==> src/rtl/id_ex_operand_stage_if.sv <==
// Bundle between decode, the ID/EX operand stage and the ALU.
// master: the side that presents decoded instructions and forwarding results.
// slave:  the operand stage itself.
interface id_ex_operand_stage_if #(
  parameter int DATA_WIDTH     = 32,
  parameter int OPCODE_LENGTH  = 4,
  parameter int REG_ADDR_WIDTH = 5
);
  // decode side
  logic                      id_valid;
  logic [REG_ADDR_WIDTH-1:0] id_rs1_addr;
  logic [REG_ADDR_WIDTH-1:0] id_rs2_addr;
  logic [DATA_WIDTH-1:0]     id_rs1_data;
  logic [DATA_WIDTH-1:0]     id_rs2_data;
  logic [DATA_WIDTH-1:0]     id_imm;
  logic                      id_alu_src;
  logic [OPCODE_LENGTH-1:0]  id_operation;
  logic [REG_ADDR_WIDTH-1:0] id_rd_addr;
  logic                      id_reg_write;
  logic                      id_mem_read;
  logic                      flush;
  // forwarding sources
  logic [REG_ADDR_WIDTH-1:0] exmem_rd_addr;
  logic                      exmem_reg_write;
  logic [DATA_WIDTH-1:0]     exmem_result;
  logic [REG_ADDR_WIDTH-1:0] memwb_rd_addr;
  logic                      memwb_reg_write;
  logic [DATA_WIDTH-1:0]     memwb_result;
  // stage outputs
  logic                      stall_req;
  logic                      ex_valid;
  logic [DATA_WIDTH-1:0]     SrcA;
  logic [DATA_WIDTH-1:0]     SrcB;
  logic [OPCODE_LENGTH-1:0]  Operation;
  logic [DATA_WIDTH-1:0]     ex_store_data;
  logic [REG_ADDR_WIDTH-1:0] ex_rd_addr;
  logic                      ex_reg_write;
  logic                      ex_mem_read;

  modport master (
    output id_valid, id_rs1_addr, id_rs2_addr, id_rs1_data, id_rs2_data, id_imm,
           id_alu_src, id_operation, id_rd_addr, id_reg_write, id_mem_read, flush,
           exmem_rd_addr, exmem_reg_write, exmem_result,
           memwb_rd_addr, memwb_reg_write, memwb_result,
    input  stall_req, ex_valid, SrcA, SrcB, Operation, ex_store_data,
           ex_rd_addr, ex_reg_write, ex_mem_read
  );

  modport slave (
    input  id_valid, id_rs1_addr, id_rs2_addr, id_rs1_data, id_rs2_data, id_imm,
           id_alu_src, id_operation, id_rd_addr, id_reg_write, id_mem_read, flush,
           exmem_rd_addr, exmem_reg_write, exmem_result,
           memwb_rd_addr, memwb_reg_write, memwb_result,
    output stall_req, ex_valid, SrcA, SrcB, Operation, ex_store_data,
           ex_rd_addr, ex_reg_write, ex_mem_read
  );
endinterface

==> src/rtl/id_ex_operand_stage.sv <==
// ID/EX operand stage: registers the decoded instruction, resolves both
// source operands through EX/MEM then MEM/WB forwarding, selects imm/rs2
// for SrcB and raises a one-cycle stall with a bubble on load-use hazards.

// Per-operand forwarding mux. EX/MEM is younger, so it wins; x0 never forwards.
module id_ex_fwd_sel #(
  parameter int DATA_WIDTH     = 32,
  parameter int REG_ADDR_WIDTH = 5
) (
  input  logic [REG_ADDR_WIDTH-1:0] src_addr,
  input  logic [DATA_WIDTH-1:0]     src_data,
  input  logic [REG_ADDR_WIDTH-1:0] exmem_rd_addr,
  input  logic                      exmem_reg_write,
  input  logic [DATA_WIDTH-1:0]     exmem_result,
  input  logic [REG_ADDR_WIDTH-1:0] memwb_rd_addr,
  input  logic                      memwb_reg_write,
  input  logic [DATA_WIDTH-1:0]     memwb_result,
  output logic [DATA_WIDTH-1:0]     fwd_data
);
  logic hit_exmem, hit_memwb;

  assign hit_exmem = exmem_reg_write && (exmem_rd_addr != '0) && (exmem_rd_addr == src_addr);
  assign hit_memwb = memwb_reg_write && (memwb_rd_addr != '0) && (memwb_rd_addr == src_addr);

  // priority select: EX/MEM, then MEM/WB, then register-file value
  always_comb begin
    fwd_data = src_data;
    if (hit_exmem)      fwd_data = exmem_result;
    else if (hit_memwb) fwd_data = memwb_result;
  end
endmodule

module id_ex_operand_stage #(
  parameter int DATA_WIDTH     = 32,
  parameter int OPCODE_LENGTH  = 4,
  parameter int REG_ADDR_WIDTH = 5
) (
  input logic              clk,
  input logic              reset,
  id_ex_operand_stage_if.slave bus
);
  localparam int NUM_SRC = 2;  // rs1, rs2

  typedef struct packed {
    logic                      valid;
    logic [REG_ADDR_WIDTH-1:0] rs1_addr;
    logic [REG_ADDR_WIDTH-1:0] rs2_addr;
    logic [DATA_WIDTH-1:0]     rs1_data;
    logic [DATA_WIDTH-1:0]     rs2_data;
    logic [DATA_WIDTH-1:0]     imm;
    logic                      alu_src;
    logic [OPCODE_LENGTH-1:0]  operation;
    logic [REG_ADDR_WIDTH-1:0] rd_addr;
    logic                      reg_write;
    logic                      mem_read;
  } stage_t;

  stage_t st, st_nxt;
  logic   stall;
  logic   load_hit;

  logic [NUM_SRC-1:0][REG_ADDR_WIDTH-1:0] src_addr;
  logic [NUM_SRC-1:0][DATA_WIDTH-1:0]     src_data;
  logic [NUM_SRC-1:0][DATA_WIDTH-1:0]     fwd_data;

  // Load-use: the load in EX has no data until MEM/WB, so hold decode one
  // cycle. rs2 is compared even for immediate forms (conservative). A flush
  // kills the dependent instruction, so no stall is needed then.
  assign load_hit = (st.rd_addr != '0) &&
                    ((st.rd_addr == bus.id_rs1_addr) || (st.rd_addr == bus.id_rs2_addr));
  assign stall    = bus.id_valid && st.valid && st.mem_read && load_hit && !bus.flush;

  // next-state: flush and stall load a bubble, otherwise capture decode
  always_comb begin
    st_nxt = '0;
    if (!bus.flush && !stall && bus.id_valid) begin
      st_nxt.valid     = 1'b1;
      st_nxt.rs1_addr  = bus.id_rs1_addr;
      st_nxt.rs2_addr  = bus.id_rs2_addr;
      st_nxt.rs1_data  = bus.id_rs1_data;
      st_nxt.rs2_data  = bus.id_rs2_data;
      st_nxt.imm       = bus.id_imm;
      st_nxt.alu_src   = bus.id_alu_src;
      st_nxt.operation = bus.id_operation;
      st_nxt.rd_addr   = bus.id_rd_addr;
      st_nxt.reg_write = bus.id_reg_write;
      st_nxt.mem_read  = bus.id_mem_read;
    end
  end

  // stage register, synchronous reset clears every field
  always_ff @(posedge clk) begin
    if (reset) st <= '0;
    else       st <= st_nxt;
  end

  assign src_addr[0] = st.rs1_addr;
  assign src_addr[1] = st.rs2_addr;
  assign src_data[0] = st.rs1_data;
  assign src_data[1] = st.rs2_data;

  for (genvar g = 0; g < NUM_SRC; g++) begin : g_fwd
    id_ex_fwd_sel #(
      .DATA_WIDTH    (DATA_WIDTH),
      .REG_ADDR_WIDTH(REG_ADDR_WIDTH)
    ) u_fwd (
      .src_addr       (src_addr[g]),
      .src_data       (src_data[g]),
      .exmem_rd_addr  (bus.exmem_rd_addr),
      .exmem_reg_write(bus.exmem_reg_write),
      .exmem_result   (bus.exmem_result),
      .memwb_rd_addr  (bus.memwb_rd_addr),
      .memwb_reg_write(bus.memwb_reg_write),
      .memwb_result   (bus.memwb_result),
      .fwd_data       (fwd_data[g])
    );
  end

  assign bus.stall_req     = stall;
  assign bus.ex_valid      = st.valid;
  assign bus.SrcA          = fwd_data[0];
  assign bus.SrcB          = st.alu_src ? st.imm : fwd_data[1];
  assign bus.ex_store_data = fwd_data[1];
  assign bus.Operation     = st.operation;
  assign bus.ex_rd_addr    = st.rd_addr;
  assign bus.ex_reg_write  = st.reg_write;
  assign bus.ex_mem_read   = st.mem_read;
endmodule

==> src/flat_wrapper.sv <==
// flat-port wrapper written by rule: the top's interface ports become plain ports
module id_ex_operand_stage_flat 
#(
  parameter int DATA_WIDTH     = 32,
  parameter int OPCODE_LENGTH  = 4,
  parameter int REG_ADDR_WIDTH = 5
)
  (clk, reset, bus_id_valid, bus_id_rs1_addr, bus_id_rs2_addr, bus_id_rs1_data, bus_id_rs2_data, bus_id_imm, bus_id_alu_src, bus_id_operation, bus_id_rd_addr, bus_id_reg_write, bus_id_mem_read, bus_flush, bus_exmem_rd_addr, bus_exmem_reg_write, bus_exmem_result, bus_memwb_rd_addr, bus_memwb_reg_write, bus_memwb_result, bus_stall_req, bus_ex_valid, bus_SrcA, bus_SrcB, bus_Operation, bus_ex_store_data, bus_ex_rd_addr, bus_ex_reg_write, bus_ex_mem_read);
  id_ex_operand_stage_if #(.DATA_WIDTH(DATA_WIDTH), .OPCODE_LENGTH(OPCODE_LENGTH), .REG_ADDR_WIDTH(REG_ADDR_WIDTH)) bus_i ();
  input logic clk;
  input logic reset;
  input wire logic [$bits(bus_i.id_valid)-1:0] bus_id_valid;
  input wire logic [$bits(bus_i.id_rs1_addr)-1:0] bus_id_rs1_addr;
  input wire logic [$bits(bus_i.id_rs2_addr)-1:0] bus_id_rs2_addr;
  input wire logic [$bits(bus_i.id_rs1_data)-1:0] bus_id_rs1_data;
  input wire logic [$bits(bus_i.id_rs2_data)-1:0] bus_id_rs2_data;
  input wire logic [$bits(bus_i.id_imm)-1:0] bus_id_imm;
  input wire logic [$bits(bus_i.id_alu_src)-1:0] bus_id_alu_src;
  input wire logic [$bits(bus_i.id_operation)-1:0] bus_id_operation;
  input wire logic [$bits(bus_i.id_rd_addr)-1:0] bus_id_rd_addr;
  input wire logic [$bits(bus_i.id_reg_write)-1:0] bus_id_reg_write;
  input wire logic [$bits(bus_i.id_mem_read)-1:0] bus_id_mem_read;
  input wire logic [$bits(bus_i.flush)-1:0] bus_flush;
  input wire logic [$bits(bus_i.exmem_rd_addr)-1:0] bus_exmem_rd_addr;
  input wire logic [$bits(bus_i.exmem_reg_write)-1:0] bus_exmem_reg_write;
  input wire logic [$bits(bus_i.exmem_result)-1:0] bus_exmem_result;
  input wire logic [$bits(bus_i.memwb_rd_addr)-1:0] bus_memwb_rd_addr;
  input wire logic [$bits(bus_i.memwb_reg_write)-1:0] bus_memwb_reg_write;
  input wire logic [$bits(bus_i.memwb_result)-1:0] bus_memwb_result;
  output wire logic [$bits(bus_i.stall_req)-1:0] bus_stall_req;
  output wire logic [$bits(bus_i.ex_valid)-1:0] bus_ex_valid;
  output wire logic [$bits(bus_i.SrcA)-1:0] bus_SrcA;
  output wire logic [$bits(bus_i.SrcB)-1:0] bus_SrcB;
  output wire logic [$bits(bus_i.Operation)-1:0] bus_Operation;
  output wire logic [$bits(bus_i.ex_store_data)-1:0] bus_ex_store_data;
  output wire logic [$bits(bus_i.ex_rd_addr)-1:0] bus_ex_rd_addr;
  output wire logic [$bits(bus_i.ex_reg_write)-1:0] bus_ex_reg_write;
  output wire logic [$bits(bus_i.ex_mem_read)-1:0] bus_ex_mem_read;
  assign bus_i.id_valid = bus_id_valid;
  assign bus_i.id_rs1_addr = bus_id_rs1_addr;
  assign bus_i.id_rs2_addr = bus_id_rs2_addr;
  assign bus_i.id_rs1_data = bus_id_rs1_data;
  assign bus_i.id_rs2_data = bus_id_rs2_data;
  assign bus_i.id_imm = bus_id_imm;
  assign bus_i.id_alu_src = bus_id_alu_src;
  assign bus_i.id_operation = bus_id_operation;
  assign bus_i.id_rd_addr = bus_id_rd_addr;
  assign bus_i.id_reg_write = bus_id_reg_write;
  assign bus_i.id_mem_read = bus_id_mem_read;
  assign bus_i.flush = bus_flush;
  assign bus_i.exmem_rd_addr = bus_exmem_rd_addr;
  assign bus_i.exmem_reg_write = bus_exmem_reg_write;
  assign bus_i.exmem_result = bus_exmem_result;
  assign bus_i.memwb_rd_addr = bus_memwb_rd_addr;
  assign bus_i.memwb_reg_write = bus_memwb_reg_write;
  assign bus_i.memwb_result = bus_memwb_result;
  assign bus_stall_req = bus_i.stall_req;
  assign bus_ex_valid = bus_i.ex_valid;
  assign bus_SrcA = bus_i.SrcA;
  assign bus_SrcB = bus_i.SrcB;
  assign bus_Operation = bus_i.Operation;
  assign bus_ex_store_data = bus_i.ex_store_data;
  assign bus_ex_rd_addr = bus_i.ex_rd_addr;
  assign bus_ex_reg_write = bus_i.ex_reg_write;
  assign bus_ex_mem_read = bus_i.ex_mem_read;
  id_ex_operand_stage #(.DATA_WIDTH(DATA_WIDTH), .OPCODE_LENGTH(OPCODE_LENGTH), .REG_ADDR_WIDTH(REG_ADDR_WIDTH)) u_core (.clk(clk), .reset(reset), .bus(bus_i));
endmodule
==> config.mk <==
export PLATFORM = sky130hd
export DESIGN_NAME = id_ex_operand_stage_flat
export DESIGN_NICKNAME = d
export VERILOG_FILES = /design/src/rtl/id_ex_operand_stage_if.sv /design/src/rtl/id_ex_operand_stage.sv /design/src/flat_wrapper.sv
export SDC_FILE = /design/constraint.sdc
export NUM_CORES = 1
export LEC_CHECK = 0
export CORE_MARGIN = 2
export CORE_UTILIZATION = 36
export DETAILED_ROUTE_END_ITERATION = 12
export GPL_TIMING_DRIVEN = 1
export PLACE_DENSITY = 0.78
export SYNTH_ARGS = -nofsm -noshare
export SYNTH_HDL_FRONTEND = slang
export SYNTH_SLANG_ARGS = --single-unit
==> constraint.sdc <==
create_clock -name clk -period 2.6 [get_ports clk]
set_input_delay 0.65 -clock clk [delete_from_list [all_inputs] [get_ports clk]]
set_output_delay 0.65 -clock clk [all_outputs]
set_load 0.005 [all_outputs]
## Yosys cells after proc, flatten, opt, wreduce, memory -nomap -nowiden

Cells that the tools add are included.

- Flip-flop bits (word level): 119
- Input bits: 198
- Output and inout bits: 109
- Logic and storage cells: 44

- Equality and inequality tests: 6
- Multiplexer cells: 6
- Bitwise logic cells: 1
- Reduce and logical (&&, ||, !) cells: 20

Operators with widths:

| cell | count |
|---|---|
| 32-bit 2-to-1 mux | 5 |
| 119-bit 2-to-1 mux | 1 |
| 5-bit equality test | 6 |
| 5-bit nonzero test | 3 |
| 1-bit logical AND | 13 |
| 1-bit logical NOT | 2 |
| 2-bit OR reduction | 1 |
| 1-bit logical OR | 1 |
| 1-bit NOT | 1 |

## Logic depth before layout (Yosys ltp)

Gate-level depths: netlist of the first run.

- Word-level depth: 10
- Gate-level depth with buffers: 7
- Mapped depth without buffers: 5

## Modules after synthesis

Synthesis of the first run repeated with hierarchy kept, for this count alone.

- Cell total of the unflattened synthesis: 832
- Area, all modules: 7,324.5 µm²

By module, submodules not included:

| module | times used | cells each | area an instance (µm²) | seq. area each (µm²) |
|---|---|---|---|---|
| id_ex_operand_stage | 1 | 462 | 4,989.8 | 2,382.3 |
| id_ex_fwd_sel | 2 | 185 | 1,167.4 | 0.0 |

## Worst setup path after synthesis of the first run

No wires, ideal clock.

- Kind: input-to-output
- Start: input port bus_exmem_rd_addr[0]
- End: output port bus_SrcB[27]
- Data arrival time: 2.125 ns
- Data required time: 1.950 ns
- Path slack: -0.175 ns
- Stages: 7
- Buffers on the path: 2
- Path through: or4_1 o211ai_2 or2_1 buf_4 buf_4 a31oi_1 mux2_1

- Word-level cells in the longest chain between the ends: 5
- Elaborated cells on any way between the ends: 6
- Those cells by class: eq/ne: 1; mux: 2; reduce/logical: 3

RTL lines:

| item | line | text |
|---|---|---|
| start: declaration | flat_wrapper.sv:24 | `input wire logic [$bits(bus_i.exmem_rd_addr)-1:0] bus_exmem_rd_addr;` |
| 5-bit nonzero test | id_ex_operand_stage.sv:22 | `assign hit_exmem = exmem_reg_write && (exmem_rd_addr != '0) && (exmem_rd_addr == src_addr);` |
| 1-bit logical AND | id_ex_operand_stage.sv:22 |  |
| 1-bit logical AND (*) | id_ex_operand_stage.sv:22 |  |
| 32-bit 2-to-1 mux (*) | id_ex_operand_stage.sv:28 | `if (hit_exmem) fwd_data = exmem_result;` |
| via bus_ex_store_data[27] | flat_wrapper.sv:35 | `output wire logic [$bits(bus_i.ex_store_data)-1:0] bus_ex_store_data;` |
| 32-bit 2-to-1 mux (*) | id_ex_operand_stage.sv:122 | `assign bus.SrcB = st.alu_src ? st.imm : fwd_data[1];` |
| end: declaration | flat_wrapper.sv:33 | `output wire logic [$bits(bus_i.SrcB)-1:0] bus_SrcB;` |

The timed path passes the listed nets; every way through them passes the cells marked *.

## Final worst setup path of the first run

- Start: input port bus_memwb_rd_addr[2]
- End: output port bus_SrcB[23]

- Word-level cells in the longest chain between the ends: 6
- Elaborated cells on any way between the ends: 7
- Those cells by class: eq/ne: 1; mux: 3; reduce/logical: 3

RTL lines:

| item | line | text |
|---|---|---|
| start: declaration | flat_wrapper.sv:27 | `input wire logic [$bits(bus_i.memwb_rd_addr)-1:0] bus_memwb_rd_addr;` |
| 5-bit nonzero test | id_ex_operand_stage.sv:23 | `assign hit_memwb = memwb_reg_write && (memwb_rd_addr != '0) && (memwb_rd_addr == src_addr);` |
| 1-bit logical AND | id_ex_operand_stage.sv:23 |  |
| 1-bit logical AND (*) | id_ex_operand_stage.sv:23 |  |
| 32-bit 2-to-1 mux (*) | id_ex_operand_stage.sv:29 | `else if (hit_memwb) fwd_data = memwb_result;` |
| 32-bit 2-to-1 mux (*) | id_ex_operand_stage.sv:28 |  |
| 32-bit 2-to-1 mux (*) | id_ex_operand_stage.sv:122 |  |

Every way passes the cells marked *; elsewhere a longest branch is shown, timed or not.

==> impl_metrics.json, run 1 <==
{
  "crit_fanout": 5,
  "core_um2": 15310,
  "synth.area.top_cells": "dfxtp_1, and2_1, mux2i_1",
  "ir_drop_mv": 0.4680,
  "layout_min_cycle_time_ns": 3.334,
  "tightest_slew_ns": 0.5502,
  "critPathArrivalTime_ns": 2.68,
  "worstPathRequired_ns": 1.95,
  "p_leak_nw": 4.870,
  "slew_viol_final": 0,
  "endpoint_kind": "output port",
  "syn_area_um2": 5698,
  "finalInstanceArea_um2": 11720,
  "via_per_inst": 4.990,
  "start_util": 0.3721,
  "vias": 6297,
  "rrSetupSlack_ns": 0.78,
  "grt_pass1_vias": 6867,
  "synth_nets": 840,
  "wirelength_um": 25960,
  "place_hpwl_um": 16130,
  "drive_above_1_share": 0.3701,
  "fin_cells": 1262,
  "ant_nets": 0,
  "whs_path_depth": 2,
  "yosys_warnings": 0,
  "io_buffers": 306,
  "r2r_start": "u_core.bus.ex_rd_addr[0]",
  "final_hold_viol_count": 0,
  "violations": "setup timing",
  "fin_crit_sh": 1.282,
  "maxCapViolations": 0,
  "hold_end": "u_core.src_addr[0]",
  "first_pass_iters": 4,
  "grt.overflow.total": 0,
  "max_slew_margin": 0.6328,
  "powerDensity_nw_per_um2": 463.2,
  "place_congestion": 0.8941,
  "outcome": "finished with violations",
  "fin_util": 0.7651,
  "holdCritPathClass": "in2reg",
  "cts_tree": "built",
  "drcViolationCount": 0,
  "ys_ff_latch": 119,
  "ios": 307,
  "cp-start-kind": "input port",
  "syn_area_per_cell_um2": 8.875,
  "cts_root_buffer": "clkbuf_16",
  "num_antenna_cells": 0,
  "grt_util_all_layers": 0.3007,
  "path_clk_slew_ns": 0.05,
  "cts_max_level": 4,
  "cts_max_path_buffers": 2,
  "drt-wirelength-per-cell_um": 20.57,
  "place_area_um2": 9525,
  "yosysSeqAreaShare": 0.4181,
  "synth_cells": 642,
  "rsz0062_at_grt": "yes",
  "syn_to_final_growth_pct": 105.6,
  "cts_made_buffers": 17,
  "setup_viol": 96,
  "timing.rr.end": "u_core.src_data[21]",
  "synth_top_area_share": 0.4181,
  "fin_nets": 1236,
  "finalWorstSetupSlack_ns": -0.7342,
  "synthDistinctLibCells": 36,
  "dpl.cell_count": 1187,
  "drtIter0Drc": 296,
  "reg2reg_depth": 7,
  "fin_setup_tns_ns": -54.37,
  "skew_ns": 0.006747,
  "die_h_um": 129.8,
  "power_mw": 5.427,
  "ctsHoldBuffers": 0,
  "clkLatencyLatePin_ns": 0.42,
  "grt_pass1_wl_um": 37740,
  "fmax_mhz": 299.9,
  "yosys.area.top_type": "dfxtp_1",
  "dieArea_um2": 16850,
  "worstSetupPathType": "in2out",
  "cts_num_sinks": 119,
  "grt_antenna_before_repair": 0,
  "dieWidth_um": 129.8,
  "grt_max_degree": 61,
  "num_rows": 45,
  "hold_start": "bus_id_rs1_addr[0]"
}
-- worst max-delay path by stage --
stage	endpoint	slack, ns	from	depth (start not counted)
CTS	bus_SrcB[13]	-0.75	bus_memwb_rd_addr[2]	11
detailed placement	bus_SrcA[5]	-1.85	bus_memwb_rd_addr[4]	8
global route	bus_ex_store_data[15]	-0.79	bus_memwb_rd_addr[2]	11
global placement	bus_SrcA[5]	-1.72	bus_memwb_rd_addr[4]	8
floorplan	bus_SrcB[11]	-0.16	bus_memwb_rd_addr[1]	6
finish	bus_SrcB[23]	-0.73	bus_memwb_rd_addr[2]	11
-- flip-flops by register name, summed over array words and instances (netlist names) --
register	flops
u_core.bus.ex_rd_addr	5
u_core.st	33
u_core.bus.Operation	4
u_core.bus.ex_valid	1
u_core.src_addr	10
u_core.bus.ex_mem_read	1
u_core.bus.ex_reg_write	1
u_core.src_data	64
-- cell type report --
class	count	area (um^2)
clock inverter	10	150.1
fill	1050	3597
inverter	27	101.3
sequential	119	2389
tap	211	264.0
clock buffer	22	464.2
multi-input combinational	439	3800
timing repair buffer	434	4549
-- cell usage in the layout, fill, tap and decap left out, types with 5 or more instances in the layout --
| cell | count |
|---|---|
| xnor2_1 | 21 |
| dlygate4sd2_1 | 24 |
| and2_1 | 118 |
| buf_2 | 30 |
| clkinv_2 | 6 |
| nor2_1 | 37 |
| buf_12 | 22 |
| buf_16 | 12 |
| mux2_2 | 6 |
| buf_4 | 57 |
| a21oi_1 | 16 |
| dfxtp_2 | 5 |
| mux2i_1 | 31 |
| o21ai_2 | 13 |
| clkdlybuf4s50_1 | 194 |
| nor2_2 | 5 |
| buf_6 | 74 |
| a21oi_2 | 14 |
| nor2_4 | 6 |
| o21ai_0 | 6 |
| mux2_4 | 21 |
| nor3_1 | 28 |
| inv_1 | 27 |
| and3_1 | 5 |
| clkbuf_2 | 8 |
| or3_1 | 6 |
| a31oi_2 | 7 |
| dfxtp_1 | 114 |
| clkbuf_16 | 18 |
| a31oi_4 | 18 |
| or3_4 | 21 |
| nand2_1 | 9 |
| o21ai_1 | 6 |
| buf_8 | 5 |
-- metrics by stage --
stage | setup slack [ns] | hold slack, ns
6_report | -0.7342 | 0.6298
5_1_grt | -0.7889 | 0.6563
4_1_cts | -0.7500 | 0.6189
3_5_place_dp | -1.849 | 0.9012
3_3_place_gp | -1.718 | 0.8830
2_1_floorplan | -0.1599 | 0.7717
-- worst max-delay path: stages --
cell and delay, ns:
buf_6 0.09, or4_4 0.54, buf_6 0.14, o211ai_4 0.24, buf_16 0.16, buf_12 0.12
buf_16 0.11, or3_4 0.12, a31oi_4 0.10, mux2_4 0.29, buf_6 0.12
-- metal layers --
metal	up-vias	GRT usage	part of all wire
met4	2	0.1531	0.030
li1	2959	-	-
met5	-	0	0.0023
met3	62	0.09635	0.083
met2	300	0.5353	0.51
met1	2974	0.3192	0.37
-- synth_stat cells (all sizes together) --
cell type    n
o211ai       2
xor2         4
nand4        3
xnor2       26
a31oi       27
or4          3
o31ai        5
nor2        48
and2       118
buf         30
clkbuf      27
dfxtp      119
and3         5
nor4         1
a21oi       34
inv         27
or2          2
mux2i       32
or3         27
nor3        28
o22ai        1
nand2        9
o21ai       28
nand3        4
a221oi       5
mux2        27
-- where the power goes --
group,leakage [nW],total [mW],internal (mW),switching (mW)
logic,3.59,1.05,0.663,0.384
clock network,0.307,2.48,1.64,0.836
registers,0.971,1.90,1.88,0.0266
-- cells by family (layout without fill, tap and decap cells) --
| logic type | after synthesis | count (layout) | share of synthesized area |
|---|---|---|---|
| flops | 119 | 119 | 0.4181 |
| xor+xnor | 30 | 30 | 0.04743 |
| mux | 59 | 59 | 0.1096 |
| buf+inv | 84 | 493 | 0.06939 |
| simple gates | 248 | 248 | 0.2446 |
| compound gates | 102 | 102 | 0.1109 |
-- timing repair --
item | 4_1_cts | 5_1_grt
gates cloned | 13 | 1
setup endpoints to repair | 97 | 97
buffers inserted | 36 | 5
resized for setup | 566 | 78
pin swaps | 60 | 7
(Power assumes the default switching activity.)
==> inputs of run 2 (changes only) <==
--- a/config.mk
+++ b/config.mk
@@ -5,6 +5,7 @@
 export SDC_FILE = /design/constraint.sdc
 export NUM_CORES = 1
 export LEC_CHECK = 0
+export CORE_ASPECT_RATIO = 0.7
 export CORE_MARGIN = 2
 export CORE_UTILIZATION = 36
 export DETAILED_ROUTE_END_ITERATION = 12
==> impl_metrics.json, run 2 (synthesis results as in run 1) <==
{
  "outcome": "finished with violations",
  "violations": "setup timing",
  "pre_cts_slack_ns": -1.479,
  "grt_max_degree": 85,
  "holdCritPathClass": "in2reg",
  "drive_above_1_share": 0.3986,
  "grt_antenna_before_repair": 0,
  "largest_register_ffs": 64,
  "grt_pass1_wl_um": 35940,
  "cts_num_sinks": 119,
  "critPathArrivalTime_ns": 2.77,
  "maxCapViolations": 0,
  "worstSetupStartpoint": "bus_memwb_rd_addr[1]",
  "ir_drop_mv": 0.3421,
  "slowest_stage": "or4_4",
  "cp_common_cell": "buf_6",
  "slew_viol_final": 0,
  "grt_pass1_vias": 6460,
  "ctsHoldBuffers": 0,
  "cts_tree": "built",
  "cts_max_level": 4,
  "num_antenna_cells": 0,
  "endpoint_kind": "output port",
  "layout_min_cycle_time_ns": 3.423,
  "mostFrequentLayoutCell": "clkdlybuf4s50_1",
  "path_buf_inv": 8,
  "r2r_start": "u_core.bus.ex_rd_addr[4]",
  "path_cells": "buf_8 -> or4_4 -> o211ai_4 -> buf_8 -> buf_6 -> buf_6 -> buf_16 -> buf_6 -> or3_4 -> a31oi_4 -> buf_6 -> mux2_4 -> buf_6",
  "path_clk_slew_ns": 0.06,
  "hold_ws_ns": 0.6476,
  "drt-wirelength-per-cell_um": 20.34,
  "fin_util": 0.7712,
  "first_pass_iters": 5,
  "num_rows": 38,
  "tightest_slew_ns": 0.5086,
  "cpPeakStageDelay_ns": 0.56,
  "core_um2": 15500,
  "wirelength_um": 26520,
  "cts_root_buffer": "clkbuf_16",
  "drtIter0Drc": 333,
  "setup_viol": 96,
  "worstSetupPathType": "in2out",
  "grt_util_all_layers": 0.2841,
  "fmax_mhz": 292.1,
  "cp-start-kind": "input port",
  "dpl.cell_count": 1177,
  "cts_made_buffers": 17,
  "dieArea_um2": 16870,
  "syn_to_final_growth_pct": 109.8,
  "ios": 307,
  "max_slew_margin": 0.6610,
  "grt.overflow.total": 0,
  "io_buffers": 306,
  "layout_common_cells": "clkdlybuf4s50_1, and2_1, dfxtp_1",
  "skew_ns": 0.01247,
  "drcViolationCount": 0,
  "die_h_um": 109.3,
  "fillers": 1008,
  "crit_fanout": 5,
  "ant_nets": 0,
  "dieWidth_um": 154.4,
  "final_hold_viol_count": 0,
  "p_leak_nw": 5.125,
  "worstPathRequired_ns": 1.95,
  "cpLargestDelayFamily": "buffers and inverters",
  "clkLatencyLatePin_ns": 0.41,
  "cts_max_path_buffers": 2,
  "place_hpwl_um": 15580,
  "via_per_inst": 5.011,
  "hold_start": "bus_id_rs2_addr[0]",
  "vias": 6534,
  "powerDensity_nw_per_um2": 466.8,
  "start_util": 0.3676,
  "fin_cells": 1304,
  "finalWorstSetupSlack_ns": -0.8230,
  "place_congestion": 0.8384,
  "power_mw": 5.580,
  "rsz0062_at_grt": "yes",
  "fin_crit_sh": 1.317,
  "fin_nets": 1289
}
run 2: cell types whose count changed in the layout (fill, tap and decap cells not counted), sizes merged, moves of 5 or more:
cell | before | now
dlygate4sd2 | 24 | 8
dlymetal6s2s | 0 | 5
clkdlybuf4s15 | 7 | 2
buf | 200 | 261
run 2: power by group:
group | internal (mW) | leakage [nW] | total [mW] | switching [mW]
registers | 1.87 | 0.970 | 1.90 | 0.0274
clock network | 1.67 | 0.303 | 2.60 | 0.930
logic | 0.685 | 3.85 | 1.08 | 0.394
total | 4.23 | 5.13 | 5.58 | 1.35
run 2: worst reg2reg max path, stage by stage (launching register included):
cell,delay [ns]
dfxtp_1,0.42
xnor2_1,0.10
nand3_1,0.11
o22ai_2,0.10
buf_4,0.14
buf_4,0.13
a21oi_4,0.15
buf_12,0.29
and2_1,0.29
run 2: final timing paths:
path,to,slack [ns],cells past startpoint
hold / removal,u_core.src_addr[5],0.65,2
setup reg to reg,u_core.src_data[27],0.80,8
hold reg to reg,u_core.bus.ex_valid,1.07,5
setup / recovery,bus_SrcB[29],-0.82,13
run 2: area by class of cell:
cell class	count	area [um^2]	share of cell area
well taps	200	250.2	0.02093
clock inverters	13	193.9	0.01622
clock buffers	19	452.9	0.03789
repair buffers	487	4778	0.3997
inverters	27	101.3	0.008478
multi-input cells	439	3790	0.3170
flip-flops and latches	119	2387	0.1997
run 2: layer usage:
metal | share of wire | vias up | track usage
met3 | 0.073 | 45 | 0.08188
li1 | - | 3065 | -
met2 | 0.51 | 303 | 0.5122
met1 | 0.39 | 3121 | 0.3211
met5 | 0 | - | 0
met4 | 0.025 | 0 | 0.1124
run 2: what timing repair did:
action / 4_1_cts / 5_1_grt
pin swaps: 52 / 56
gates cloned: 11 / 3
buffers inserted: 45 / 47
endpoints found under the setup margin: 97 / 97
gates resized for setup: 309 / 295
run 2: metrics by stage:
step | cell area, um^2 | setup TNS (ns)
after global routing | 11950 | -60.38
final | 11950 | -54.95
after floorplan | 5723 | -6.639
after detailed placement | 9544 | -115.45
after CTS | 11210 | -68.19
after global placement | 9544 | -112.46
